==> src/rtl/ofdm_rx_cp_strip_if.sv <==
// Sample-stream bundle between the ADC front end, the CP stripper and the FFT.
// The master drives the oversampled input stream; the slave drives the payload stream.
interface ofdm_rx_cp_strip_if #(
   parameter int CHANNELS     = 2,
   parameter int SAMPLE_WIDTH = 12,
   parameter int PHASE_W      = 3
);
   logic                             sym_start;
   logic [PHASE_W-1:0]               osr_phase;
   logic [CHANNELS*SAMPLE_WIDTH-1:0] in_i;
   logic [CHANNELS*SAMPLE_WIDTH-1:0] in_q;
   logic                             in_valid;
   logic [CHANNELS*SAMPLE_WIDTH-1:0] out_i;
   logic [CHANNELS*SAMPLE_WIDTH-1:0] out_q;
   logic                             out_valid;
   logic                             out_start;
   logic                             out_last;
   logic                             sym_err;

   modport master (
      output sym_start, osr_phase, in_i, in_q, in_valid,
      input  out_i, out_q, out_valid, out_start, out_last, sym_err
   );

   modport slave (
      input  sym_start, osr_phase, in_i, in_q, in_valid,
      output out_i, out_q, out_valid, out_start, out_last, sym_err
   );
endinterface

==> src/rtl/ofdm_rx_cp_strip.sv <==
// OFDM RX framer: decimates the oversampled I/Q stream, counts symbol positions
// from the timing-sync strobe, drops the cyclic prefix and frames the payload.
module ofdm_rx_cp_strip #(
   parameter int SAMPLE_WIDTH      = 12,
   parameter int SYMBOL_LENGTH     = 320,
   parameter int RAW_SYMBOL_LENGTH = 256,
   parameter int OSR               = 5,
   parameter int CHANNELS          = 2
) (
   input logic                sys_clk,
   input logic                sys_rst,
   input logic                sys_init,
   ofdm_rx_cp_strip_if.slave  bus
);
   localparam int CP_LEN  = SYMBOL_LENGTH - RAW_SYMBOL_LENGTH;
   localparam int PHASE_W = (OSR > 1) ? $clog2(OSR) : 1;
   localparam int SC_W    = (SYMBOL_LENGTH > 1) ? $clog2(SYMBOL_LENGTH) : 1;
   localparam logic [PHASE_W-1:0] OS_MAX = PHASE_W'(OSR - 1);
   localparam logic [SC_W-1:0]    SC_MAX = SC_W'(SYMBOL_LENGTH - 1);
   localparam logic [SC_W-1:0]    SC_CP  = SC_W'(CP_LEN);

   generate
      if (RAW_SYMBOL_LENGTH > SYMBOL_LENGTH || RAW_SYMBOL_LENGTH < 1) begin : g_bad_len
         $error("RAW_SYMBOL_LENGTH must lie in 1..SYMBOL_LENGTH");
      end
      if (OSR < 1 || CHANNELS < 1) begin : g_bad_cfg
         $error("OSR and CHANNELS must be at least 1");
      end
   endgenerate

   typedef enum logic [1:0] {ST_IDLE, ST_CP, ST_DATA} state_t;
   localparam state_t ST_SYNC = (CP_LEN == 0) ? ST_DATA : ST_CP;

   state_t             state_q, state_d, state_eff;
   logic [PHASE_W-1:0] os_cnt_q, os_cnt_d, os_eff;
   logic [PHASE_W-1:0] phase_q, phase_d, phase_eff;
   logic [SC_W-1:0]    smp_cnt_q, smp_cnt_d, smp_eff;
   logic               resync, take, fwd, is_first, is_last, err;
   logic               out_valid_q, out_start_q, out_last_q, sym_err_q;
   logic               clr;

   assign clr = sys_rst | sys_init;

   // A sync beat realigns counters for that very beat, so "effective" values feed the datapath.
   always_comb begin
      resync    = bus.in_valid & bus.sym_start;
      os_eff    = os_cnt_q;
      phase_eff = phase_q;
      smp_eff   = smp_cnt_q;
      state_eff = state_q;
      if (resync) begin
         os_eff    = '0;
         phase_eff = (bus.osr_phase > OS_MAX) ? OS_MAX : bus.osr_phase;
         smp_eff   = '0;
         state_eff = ST_SYNC;
      end

      take     = bus.in_valid && (state_eff != ST_IDLE) && (os_eff == phase_eff);
      fwd      = take && (state_eff == ST_DATA);
      is_first = (smp_eff == SC_CP);
      is_last  = (smp_eff == SC_MAX);
      // Entering DATA before the first payload sample is not yet a started payload.
      err      = resync && (state_q == ST_DATA) && (smp_cnt_q != SC_CP);

      os_cnt_d  = os_cnt_q;
      phase_d   = phase_eff;
      smp_cnt_d = smp_eff;
      state_d   = state_eff;
      if (bus.in_valid) begin
         os_cnt_d = (os_eff == OS_MAX) ? '0 : os_eff + 1'b1;
      end
      if (take) begin
         if (is_last) begin
            smp_cnt_d = '0;
            state_d   = ST_SYNC;
         end else begin
            smp_cnt_d = smp_eff + 1'b1;
            if (smp_cnt_d == SC_CP) begin
               state_d = ST_DATA;
            end
         end
      end
   end

   always_ff @(posedge sys_clk) begin
      if (clr) begin
         state_q     <= ST_IDLE;
         os_cnt_q    <= '0;
         phase_q     <= '0;
         smp_cnt_q   <= '0;
         out_valid_q <= 1'b0;
         out_start_q <= 1'b0;
         out_last_q  <= 1'b0;
         sym_err_q   <= 1'b0;
      end else begin
         state_q     <= state_d;
         os_cnt_q    <= os_cnt_d;
         phase_q     <= phase_d;
         smp_cnt_q   <= smp_cnt_d;
         out_valid_q <= fwd;
         out_start_q <= fwd & is_first;
         out_last_q  <= fwd & is_last;
         sym_err_q   <= err;
      end
   end

   genvar gi;
   generate
      for (gi = 0; gi < CHANNELS; gi++) begin : g_ch
         logic [SAMPLE_WIDTH-1:0] i_q;
         logic [SAMPLE_WIDTH-1:0] q_q;

         always_ff @(posedge sys_clk) begin
            if (clr) begin
               i_q <= '0;
               q_q <= '0;
            end else if (fwd) begin
               i_q <= bus.in_i[gi*SAMPLE_WIDTH +: SAMPLE_WIDTH];
               q_q <= bus.in_q[gi*SAMPLE_WIDTH +: SAMPLE_WIDTH];
            end
         end

         assign bus.out_i[gi*SAMPLE_WIDTH +: SAMPLE_WIDTH] = i_q;
         assign bus.out_q[gi*SAMPLE_WIDTH +: SAMPLE_WIDTH] = q_q;
      end
   endgenerate

   assign bus.out_valid = out_valid_q;
   assign bus.out_start = out_start_q;
   assign bus.out_last  = out_last_q;
   assign bus.sym_err   = sym_err_q;
endmodule

==> src/flat_wrapper.sv <==
// flat-port wrapper written by rule: the top's interface ports become plain ports
module ofdm_rx_cp_strip_flat 
#(
   parameter int SAMPLE_WIDTH      = 12,
   parameter int SYMBOL_LENGTH     = 320,
   parameter int RAW_SYMBOL_LENGTH = 256,
   parameter int OSR               = 5,
   parameter int CHANNELS          = 2
)
  (sys_clk, sys_rst, sys_init, bus_sym_start, bus_osr_phase, bus_in_i, bus_in_q, bus_in_valid, bus_out_i, bus_out_q, bus_out_valid, bus_out_start, bus_out_last, bus_sym_err);
  ofdm_rx_cp_strip_if #(.CHANNELS(CHANNELS), .SAMPLE_WIDTH(SAMPLE_WIDTH), .PHASE_W((3))) bus_i ();
  input logic sys_clk;
  input logic sys_rst;
  input logic sys_init;
  input wire logic [$bits(bus_i.sym_start)-1:0] bus_sym_start;
  input wire logic [$bits(bus_i.osr_phase)-1:0] bus_osr_phase;
  input wire logic [$bits(bus_i.in_i)-1:0] bus_in_i;
  input wire logic [$bits(bus_i.in_q)-1:0] bus_in_q;
  input wire logic [$bits(bus_i.in_valid)-1:0] bus_in_valid;
  output wire logic [$bits(bus_i.out_i)-1:0] bus_out_i;
  output wire logic [$bits(bus_i.out_q)-1:0] bus_out_q;
  output wire logic [$bits(bus_i.out_valid)-1:0] bus_out_valid;
  output wire logic [$bits(bus_i.out_start)-1:0] bus_out_start;
  output wire logic [$bits(bus_i.out_last)-1:0] bus_out_last;
  output wire logic [$bits(bus_i.sym_err)-1:0] bus_sym_err;
  assign bus_i.sym_start = bus_sym_start;
  assign bus_i.osr_phase = bus_osr_phase;
  assign bus_i.in_i = bus_in_i;
  assign bus_i.in_q = bus_in_q;
  assign bus_i.in_valid = bus_in_valid;
  assign bus_out_i = bus_i.out_i;
  assign bus_out_q = bus_i.out_q;
  assign bus_out_valid = bus_i.out_valid;
  assign bus_out_start = bus_i.out_start;
  assign bus_out_last = bus_i.out_last;
  assign bus_sym_err = bus_i.sym_err;
  ofdm_rx_cp_strip #(.SAMPLE_WIDTH(SAMPLE_WIDTH), .SYMBOL_LENGTH(SYMBOL_LENGTH), .RAW_SYMBOL_LENGTH(RAW_SYMBOL_LENGTH), .OSR(OSR), .CHANNELS(CHANNELS)) u_core (.sys_clk(sys_clk), .sys_rst(sys_rst), .sys_init(sys_init), .bus(bus_i));
endmodule
==> config.mk <==
export PLATFORM = sky130hd
export DESIGN_NAME = ofdm_rx_cp_strip_flat
export DESIGN_NICKNAME = d
export VERILOG_FILES = /design/src/rtl/ofdm_rx_cp_strip_if.sv /design/src/rtl/ofdm_rx_cp_strip.sv /design/src/flat_wrapper.sv
export SDC_FILE = /design/constraint.sdc
export NUM_CORES = 1
export LEC_CHECK = 0
export ABC_AREA = 1
export CAP_MARGIN = 10
export CORE_ASPECT_RATIO = 0.9
export CORE_UTILIZATION = 50
export CTS_CLUSTER_SIZE = 10
export DETAILED_ROUTE_END_ITERATION = 10
export PLACE_DENSITY = 0.91
export SETUP_SLACK_MARGIN = 0.3
export SLEW_MARGIN = 20
export SYNTH_ARGS = -nofsm -noshare
export SYNTH_HDL_FRONTEND = slang
export SYNTH_SLANG_ARGS = --single-unit
==> constraint.sdc <==
create_clock -name sys_clk -period 2.65 [get_ports sys_clk]
set_input_delay 0.265 -clock sys_clk [delete_from_list [all_inputs] [get_ports sys_clk]]
set_output_delay 0.265 -clock sys_clk [all_outputs]
set_load 0.01 [all_outputs]
==> results.py <==
metrics = {
    "logic_synthesis": {
        "syn_area_um2": 3340,
        "synth.most_common_cell": "nand2_1",
        "synth.cells.most_frequent": "98 x nand2_1, 69 x dfxtp_1, 40 x a21oi_2, 40 x nand3_2, 30 x nand3_1",
        "synth_cell_types": 32,
        "ys_seq_area_frac": 0.413,
        "ys_dominant_reg_cell": "dfxtp_1",
        "synth_area_leaders": "dfxtp_1 41%, nand3_2 12%, nand2_1 11%, a21oi_2 10%, nand3_1 4.5%",
        "synth_top_area_cell": "dfxtp_1",
        "synth_nets": 452,
        "synthArstFlopShare": 0,
        "ys.warnings.count": 0,
        "syn_inst": 394,
        "synth_seq_cells": 69,
        "syn_avg_cell_area_um2": 8.49,
        "synth_enable_flop_cells": 0,
        "synth.top_cell.area_share": 0.413,
    },
    "power": {
        "power_density_nw_per_um2": 432,
        "power.leakage_nw": 1.50,
        "finalPower_mw": 1.98,
        "peakVddDrop_mv": 0.337,
    },
    "worst_setup_path": {
        "cp_data_required_time_ps": 2890,
        "cp.arrival_ps": 2480,
        "crit_type": "input port to register",
        "endpoint_kind": "register",
        "max_stage_delay_ps": 640,
        "path_common_cell": "nand2_1",
        "cp-start-kind": "input port",
        "critical_path_peak_fanout": 26,
        "cp.buffers_inverters": 5,
        "critical_path.top_delay_family": "buffers and inverters",
        "crit_chain": "clkdlybuf4s50_1 -> nand2_4 -> inv_1 -> nand2_1 -> nand3_1 -> nand2_1 -> inv_1 -> nand2_4 -> inv_4 -> buf_4 -> nand2_1 -> o211a_1",
        "r2r_slack_ps": 910,
        "cp_slowest_cell": "clkdlybuf4s50_1",
    },
    "placed_design": {
        "port_buffers": 107,
        "place.gp.congestion": 0.939,
        "dpl.hpwl_mm": 5.88,
    },
    "die": {
        "core_area_um2": 6280,
        "die_w_um": 88.2,
        "initial_core_util": 0.532,
        "row_count": 27,
        "die-area_um2": 7020,
        "die_h_um": 79.6,
        "boundaryPins": 108,
    },
    "sta": {
        "final_max_slew_viol_count": 0,
        "setup_viol": 0,
        "tightest_slew_ps": 634,
        "skew_ps": 4.11,
        "finalHoldViolations": 0,
        "min_period_ps": 2240,
        "rsz0062_at_grt": "no",
        "relSlewSlack": 0.576,
        "tns_ps": 0,
        "finalCritPeriodShare": 0.845,
        "fmax_mhz": 446,
    },
    "clock_tree": {
        "cts_buffers": 9,
        "cts.sinks": 69,
        "htreeDepth": 3,
        "clk_pin_slew_ps": 70,
        "ctsRootBufferMaster": "clkbuf_8",
        "clock_latency_ps": 340,
        "cts_tree": "built",
        "cts_hold_buf": 0,
        "cts_buffer_depth": 2,
    },
    "detailed_routing": {
        "postRouteAntennaNets": 0,
        "vias": 3017,
        "first_pass_iters": 5,
        "drtIter0Drc": 236,
        "drc_errors": 0,
        "viasPerCell": 5.15,
        "routedWlPerCell_um": 14.5,
        "wirelength_mm": 8.50,
    },
    "run_status": {
        "outcome": "complete, no violations",
    },
    "final_layout": {
        "antenna_cells": 0,
        "nets": 552,
        "area_delta_synth_final_pct": 37.0,
        "drive_gt1_frac": 0.224,
    },
    "global_routing": {
        "grt_pass1_wl_mm": 13.6,
        "grt.busiest_layer": "met2",
        "met2_usage": 0.388,
        "grt_usage": 0.251,
        "grt_max_degree": 49,
        "use_met3": 0.108,
        "grtUsageMet1": 0.305,
        "first_global_vias": 2938,
        "antenna_found_initial": 0,
        "grt_overflow_total": 0,
    },
    "min_path": {
        "hp-class": "register to register",
    },
    "run": {
        "cap_violations": 0,
    },
}
==> per-stage QoR <==
stage	instance area [um^2]	std cells	hold slack, ps	setup WS [ps]	util
global placement	4410	570	450	242	0.702
CTS	4580	586	467	487	0.728
finish	4580	586	465	410	0.729
floorplan	3340	394	414	1120	-
global route	4580	586	483	303	0.729
detailed placement	4410	570	455	133	0.702
==> worst register-to-register path, cell delays in order (launching register included) <==
cell and delay, ps:
dfxtp_1 370, inv_1 100, nand3_1 110, nand3_1 100, nor2_2 170, nand2_4 120
inv_4 90, buf_4 260, nand2_1 110, o211a_1 220
==> flip-flops by register name, summed over array words and instances (netlist names) <==
signal                cells
u_core.bus.out_last       1
u_core.g_ch.i_q          24
u_core.os_cnt_q           3
u_core.smp_cnt_q          9
u_core.g_ch.q_q          24
u_core.state_q            2
u_core.bus.out_start      1
u_core.bus.out_valid      1
u_core.phase_q            3
u_core.bus.sym_err        1
==> report_power, final <==
part           total (mW)  internal (mW)  switching [mW]
logic               0.181         0.0938          0.0868
clock network       0.758          0.363           0.395
registers            1.04           1.04         0.00179
total                1.98           1.50           0.484
==> metal layers <==
metal	share of wire	wire length [um]	up-vias
met5	0	0	-
met4	0.019	161	0
met3	0.099	845	17
met2	0.47	4030	123
met1	0.41	3460	1375
li1	-	-	1502
==> path summary, 6_finish.rpt <==
check,start,endpoint,depth (start not counted)
setup / recovery,bus_in_valid,u_core.smp_cnt_q[4],12
hold / removal,u_core.g_ch[1].q_q[8],u_core.g_ch[1].q_q[8],2
setup reg to reg,u_core.state_q[1],u_core.smp_cnt_q[4],9
hold reg to reg,u_core.g_ch[1].q_q[8],u_core.g_ch[1].q_q[8],2
==> cell type report <==
class	count	area, um^2
Fill cell	476	1700
Multi-Input combinational cell	273	1650
Sequential cell	69	1380
Timing Repair Buffer	114	1160
Clock buffer	12	145
Tap cell	87	109
Inverter	27	104
Clock inverter	4	23.8
==> repair_timing <==
action / 4_1_cts / 5_1_grt
setup buffers: 0 / 0
gates resized for setup: 0 / 1
setup endpoints to repair: 0 / 8
==> cells by family (layout without fill, tap and decap cells) <==
kind of cell | Yosys count | in the layout | share of synthesized area
flops | 69 | 69 | 0.413
fa+ha+maj | 2 | 2 | 0.00748
buf+inv | 52 | 157 | 0.0939
simple gates | 206 | 206 | 0.339
xor+xnor | 1 | 1 | 0.00262
compound gates | 64 | 64 | 0.143
==> cell usage in the layout, fill, tap and decap left out, types with 2 or more instances in the layout <==
master	Yosys	final
dfxtp_1	69	69
nand4_1	5	5
buf_4	2	3
clkbuf_8	0	10
clkdlybuf4s50_1	0	107
inv_1	25	25
clkinv_2	0	3
nor2_2	3	2
a21oi_1	20	20
a21oi_2	40	40
nor2_1	19	19
ha_1	2	2
nand2_4	2	2
clkbuf_1	3	2
nand2_1	98	98
nand3_2	40	40
buf_12	5	3
nor4_2	2	2
nand3_1	30	30
nor4_1	2	2
No activity file was read; power rests on OpenSTA's default activity.
==> RTL change 1: new RTL, same settings <==
Register the input `sys_init` before use, without a reset. The logic sees it one clock later. The other inputs are not delayed to match.
--- a/src/rtl/ofdm_rx_cp_strip.sv
+++ b/src/rtl/ofdm_rx_cp_strip.sv
@@ -19,6 +19,12 @@
    localparam logic [SC_W-1:0]    SC_MAX = SC_W'(SYMBOL_LENGTH - 1);
    localparam logic [SC_W-1:0]    SC_CP  = SC_W'(CP_LEN);
 
+   logic sys_init_q;
+
+   always_ff @(posedge sys_clk) begin
+      sys_init_q <= sys_init;
+   end
+
    generate
       if (RAW_SYMBOL_LENGTH > SYMBOL_LENGTH || RAW_SYMBOL_LENGTH < 1) begin : g_bad_len
          $error("RAW_SYMBOL_LENGTH must lie in 1..SYMBOL_LENGTH");
@@ -39,7 +45,7 @@
    logic               out_valid_q, out_start_q, out_last_q, sym_err_q;
    logic               clr;
 
-   assign clr = sys_rst | sys_init;
+   assign clr = sys_rst | sys_init_q;
 
    // A sync beat realigns counters for that very beat, so "effective" values feed the datapath.
    always_comb begin
Check against the original RTL: no difference found for any inputs over 10 cycles, from zero or initial values; that may be too few to reach the edited logic, so the function may still have changed.
==> RTL change 1 against the unedited design <==
Critical path depth rose by 1. Worst setup slack improved by 0.061 ns. Largest cell class unchanged. Non-clock buffer count decreased by 1. Total power increased by 1.0%. Synthesized area is 0.60% higher. Final area increased by 0.66%. Wire length fell by 0.96%. Clock power about the same. Sequential cell count increased by 1.
==> RTL change 1: results (changes against the unedited design) <==
Run status: finished, final reports clean
CP max stage cell: clkdlybuf4s50_1
Max_slew headroom: 0.527 (-0.0497)
Fin crit share: 0.822 (-0.0230)
Router iterations before antenna repair: 5 (unchanged)
Num CTS Buffers: 9 (unchanged)
Placer Congestion: 0.949 (+1.0%)
Biggest regs: u_core.g_ch.i_q: 24 flops, u_core.g_ch.q_q: 24 flops, u_core.smp_cnt_q: 9 flops
Antenna diodes: 0 (unchanged)
DP Worst Slack: 0.126 ns (-0.00635 ns)
CP arrival: 2.37 ns (-0.11 ns)
Overall routing resource usage: 0.254 (+0.00340)
DR iter-0 viols: 190 (-19%)
Bufs on Longest Clock Path: 2 (unchanged)
Synth unique cells: 32 (unchanged)
CTS clk-pin slew, worst paths: 0.07 ns (about the same)
Worst setup path endpoint: u_core.g_ch[1].q_q[9]$_SDFFE_PP0P_
H-tree Lvls: 3 (unchanged)
Nets: 552 (unchanged)
Synth area leaders: dfxtp_1 (42%), nand3_2 (12%), nand2_1 (11%), a21oi_2 (10%), nand3_1 (4.5%)
Final WL: 8420 um (-0.96%)
Layout cell share with drive strength beyond 1: 0.221 (-0.00312)
Reg-to-reg endpoint: u_core.smp_cnt_q[8]$_SDFF_PP0_
Post-detail-place hpwl: 5970 um (+1.6%)
Number of global-route vias before repair: 3099 (+5.5%)
Launching point of the worst reg2reg path: u_core.smp_cnt_q[0]$_SDFF_PP0_
Internal reg-to-reg setup slack: 0.95 ns (+0.04 ns)
First-pass GRT wire length: 13800 um (+1.1%)
Yosys warning count: 0 (unchanged)
LEAKAGE: 1.51 nW (+0.76%)
Root buffer selected by CTS: clkbuf_8
Worst reg-to-reg path cell count: 7 (-2)
IO Port Bufs: 107 (unchanged)
Clock Skews: 0.00846 ns (+0.00435 ns)
Fraction of synthesis flops using an asynchronous set or reset pin: 0 (unchanged)
Largest net degree at the start of global routing: 52 (+6.1%)
Most common flop cell mapped by yosys: dfxtp_1
CP Max Fanout: 51 (+96%)
Initial antenna violation count: 0 (unchanged)
Skew-Pair Late Insertion Delay: 0.34 ns (about the same)
Synth Net Count: 453 (+0.22%)
CP Launch Point: bus_in_valid
Crit-path max cell delay: 0.62 ns (-0.02 ns)
Max VDD drop: 364 uV (+8.1%)
Hold Crit Class: in -> reg
Fillers: 462 (-2.9%)
Synth top cells by count: nand2_1 (98), dfxtp_1 (70), a21oi_2 (40), nand3_2 (40), nand3_1 (30)
Via/cell ratio: 5.35 (+4.0%)
Sequential fraction of the synthesis area: 0.417 (+0.00349)
[RTL change 1: cell count changes in the layout (fill, tap and decap cells not counted), sizes merged]
cell	unedited run	this run
dfxtp	69	70
buf	7	6
clkbuf	12	13
clkinv	4	1
[RTL change 1: cell type report]
cell class	count	area share
repair buffers	113	0.254
clock buffers	13	0.0366
well taps	87	0.0236
flip-flops and latches	70	0.304
clock inverters	1	0.00109
inverters	27	0.0225
multi-input cells	273	0.358
[RTL change 1: routing by layer]
layer	up-vias	share of wire	global-route usage
met4	0	0.031	0.102
li1	1506	-	-
met5	-	0	0
met2	143	0.49	0.441
met3	32	0.090	0.100
met1	1446	0.38	0.275
[RTL change 1: worst min-delay path by stage]
stage,cells after the start,slack (ns),startpoint,end
4_1_cts,1,0.36,sys_init,u_core.sys_init_q$_DFF_P_
3_5_place_dp,2,0.46,u_core.g_ch[1].q_q[8]$_SDFFE_PP0P_,u_core.g_ch[1].q_q[8]$_SDFFE_PP0P_
5_1_grt,1,0.37,sys_init,u_core.sys_init_q$_DFF_P_
2_1_floorplan,0,0.29,sys_init,u_core.sys_init_q$_DFF_P_
3_3_place_gp,2,0.45,u_core.g_ch[0].i_q[1]$_SDFFE_PP0P_,u_core.g_ch[0].i_q[1]$_SDFFE_PP0P_
6_report,1,0.37,sys_init,u_core.sys_init_q$_DFF_P_
[RTL change 1: logic make-up after synthesis]
logic type               share of synthesized area
adder cells (fa/ha/maj)                    0.00744
XOR/XNOR                                   0.00260
flip-flops                                   0.417
buffers and inverters                       0.0934
AND/OR/NAND/NOR                              0.337
AO/OA/AOI/OAI                                0.142
[RTL change 1: stage by stage]
stage / hold slack [ns] / cells / area [um2]
finish: 0.371 / 584 / 4610
global route: 0.374 / 584 / 4610
CTS: 0.359 / 584 / 4610
detailed placement: 0.456 / 570 / 4430
global placement: 0.451 / 570 / 4430
floorplan: 0.293 / 395 / 3360
[RTL change 1: timing repair]
| action | in CTS | in global routing |
|---|---|---|
| hold endpoints to repair | 0 | 0 |
| buffers inserted | 0 | 0 |
| setup endpoints to repair | 0 | 11 |
| gates resized for setup | 0 | 1 |
[RTL change 1: power by group]
part           switching [mW]  total, mW  leakage [nW]  internal, mW
clock                   0.355      0.760        0.0914         0.405
combinational          0.0886      0.182         0.856        0.0934
sequential            0.00181       1.06         0.564          1.06
[RTL change 1: worst max-delay path: cells and delay by family]
kind	cells	cell delay, ns
AND/OR/NAND/NOR	7	0.75
buffers and inverters	5	1.24
AO/OA/AOI/OAI	1	0.07
==> RTL change 2: new RTL, config.mk and constraints unchanged <==
Made on the original files. `SYMBOL_LENGTH` is set to 320 in 2 places; all go to 640.
--- a/src/rtl/ofdm_rx_cp_strip.sv
+++ b/src/rtl/ofdm_rx_cp_strip.sv
@@ -2,7 +2,7 @@
 // from the timing-sync strobe, drops the cyclic prefix and frames the payload.
 module ofdm_rx_cp_strip #(
    parameter int SAMPLE_WIDTH      = 12,
-   parameter int SYMBOL_LENGTH     = 320,
+   parameter int SYMBOL_LENGTH     = 640,
    parameter int RAW_SYMBOL_LENGTH = 256,
    parameter int OSR               = 5,
    parameter int CHANNELS          = 2
--- a/src/flat_wrapper.sv
+++ b/src/flat_wrapper.sv
@@ -2,7 +2,7 @@
 module ofdm_rx_cp_strip_flat 
 #(
    parameter int SAMPLE_WIDTH      = 12,
-   parameter int SYMBOL_LENGTH     = 320,
+   parameter int SYMBOL_LENGTH     = 640,
    parameter int RAW_SYMBOL_LENGTH = 256,
    parameter int OSR               = 5,
    parameter int CHANNELS          = 2
Function: no difference found for any inputs over 10 cycles, from zero or initial values; that may be too few to reach the edited logic, so the function may still have changed.
==> RTL change 2 against the unedited design <==
Synthesized area shrank 6.1%. Non-clock buffer count did not move. Total power up 3.8%. Worst setup slack improved by 0.088 ns. Wire length is 7.3% lower. Sequential cell count up 1. Critical path depth fell by 1. Final area shrank 4.6%. Die area decreased by 6.0%. Synthesized cell count grew 3.0%.
==> RTL change 2: results (changes against the unedited design) <==
Met2 usage: 0.418 (+0.0299)
Overall routing resource usage: 0.250 (-0.00122)
Met3 WL: 542 um (-36%)
Launching point of the worst reg2reg path: u_core.os_cnt_q[2]$_SDFFE_PP0P_
Met1 Resource Use GR: 0.307 (+0.00195)
Biggest regs: u_core.g_ch.i_q: 24 flops, u_core.g_ch.q_q: 24 flops, u_core.smp_cnt_q: 10 flops
Synth unique cells: 30 (-6.3%)
Yosys warning count: 0 (unchanged)
Fillers: 485 (+1.9%)
Max VDD drop: 284 uV (-16%)
Nets: 563 (+2.0%)
Max_slew headroom: 0.623 (+0.0466)
LEAKAGE: 1.50 nW (about the same)
Via/cell ratio: 5.33 (+3.5%)
CP arrival: 2.36 ns (-0.12 ns)
Synth Net Count: 465 (+2.9%)
DR iter-0 viols: 347 (+47%)
First-pass GRT wire length: 13400 um (-1.9%)
Global routing usage on met3: 0.0571 (-0.0505)
Met2 wire len: 3780 um (-6.1%)
DP Worst Slack: 0.147 ns (+0.0146 ns)
Sequential fraction of the synthesis area: 0.446 (+0.0332)
Worst setup path endpoint: u_core.g_ch[0].i_q[10]$_SDFFE_PP0P_
Layout cell share with drive strength beyond 1: 0.0965 (-0.128)
Internal reg-to-reg setup slack: 0.88 ns (-0.03 ns)
Run status: finished, final reports clean
Final WL: 7880 um (-7.3%)
Router iterations before antenna repair: 4 (-1)
Min cycle time layout: 2.15 ns (-0.0877 ns)
M1 wire length: 3400 um (-1.8%)
Crit-path max cell delay: 0.57 ns (-0.07 ns)
Critical path's top delay family: simple AND/OR/NAND/NOR gates
Hold Path Sink: u_core.g_ch[0].q_q[0]$_SDFFE_PP0P_
Synth top cells by count: nand2_1 (93), dfxtp_1 (70), nand3_1 (67)
Synth area leaders: dfxtp_1 (45%), nand2_1 (11%), nand3_1 (11%), a21oi_1 (9.1%), buf_6 (4.7%)
Worst hold start: u_core.g_ch[0].q_q[0]$_SDFFE_PP0P_
Post-detail-place hpwl: 5280 um (-10%)
CP Max Fanout: 51 (+96%)
Number of global-route vias before repair: 3016 (+2.7%)
-- RTL change 2: changes by cell type in the layout (fill, tap and decap cells not counted), moves of 5 or more --
cell | before | now
nand3_1 | 30 | 66
a21oi_2 | 40 | 7
nand2_2 | 1 | 8
a21oi_1 | 20 | 57
nand2_1 | 98 | 93
nand3_2 | 40 | 2
-- RTL change 2: worst reg2reg max path, stage by stage (launching register included) --
cell,delay (ns)
dfxtp_1,0.39
nand2_1,0.11
nand3_1,0.12
nand2_1,0.06
nor2_1,0.12
nand2_2,0.11
nor2_8,0.12
nand2_4,0.31
nand2_1,0.21
a21oi_1,0.09
-- RTL change 2: final cells by class --
cell class                 count  area, um2  share of cell area
clock buffer                   9        124              0.0283
clock inverter                 6       63.8              0.0146
inverter                      24       90.1              0.0206
multi-input combinational    285       1450               0.332
sequential                    70       1400               0.321
tap                           72       90.1              0.0206
timing repair buffer         114       1150               0.263
-- RTL change 2: cells by family after synthesis --
logic type	Yosys count	share of synthesized area
and+or+nand+nor	209	0.314
DFF	70	0.446
AOI/OAI and AO/OA	68	0.119
buffers and inverters	51	0.0941
xor gates and xnor gates	5	0.0139
adders and majority gates	3	0.0120
-- RTL change 2: power breakdown --
| part | switching (mW) | internal, mW | total (mW) |
|---|---|---|---|
| combinational | 0.0804 | 0.0936 | 0.174 |
| clock | 0.399 | 0.427 | 0.826 |
| sequential | 0.00125 | 1.05 | 1.06 |
-- RTL change 2: through the flow --
stage / std cells / area, um2 / hold WS, ns
6_report: 580 / 4370 / 0.465
5_1_grt: 580 / 4370 / 0.476
3_3_place_gp: 565 / 4180 / 0.447
3_5_place_dp: 565 / 4180 / 0.451
4_1_cts: 580 / 4370 / 0.463
2_1_floorplan: 406 / 3140 / 0.412
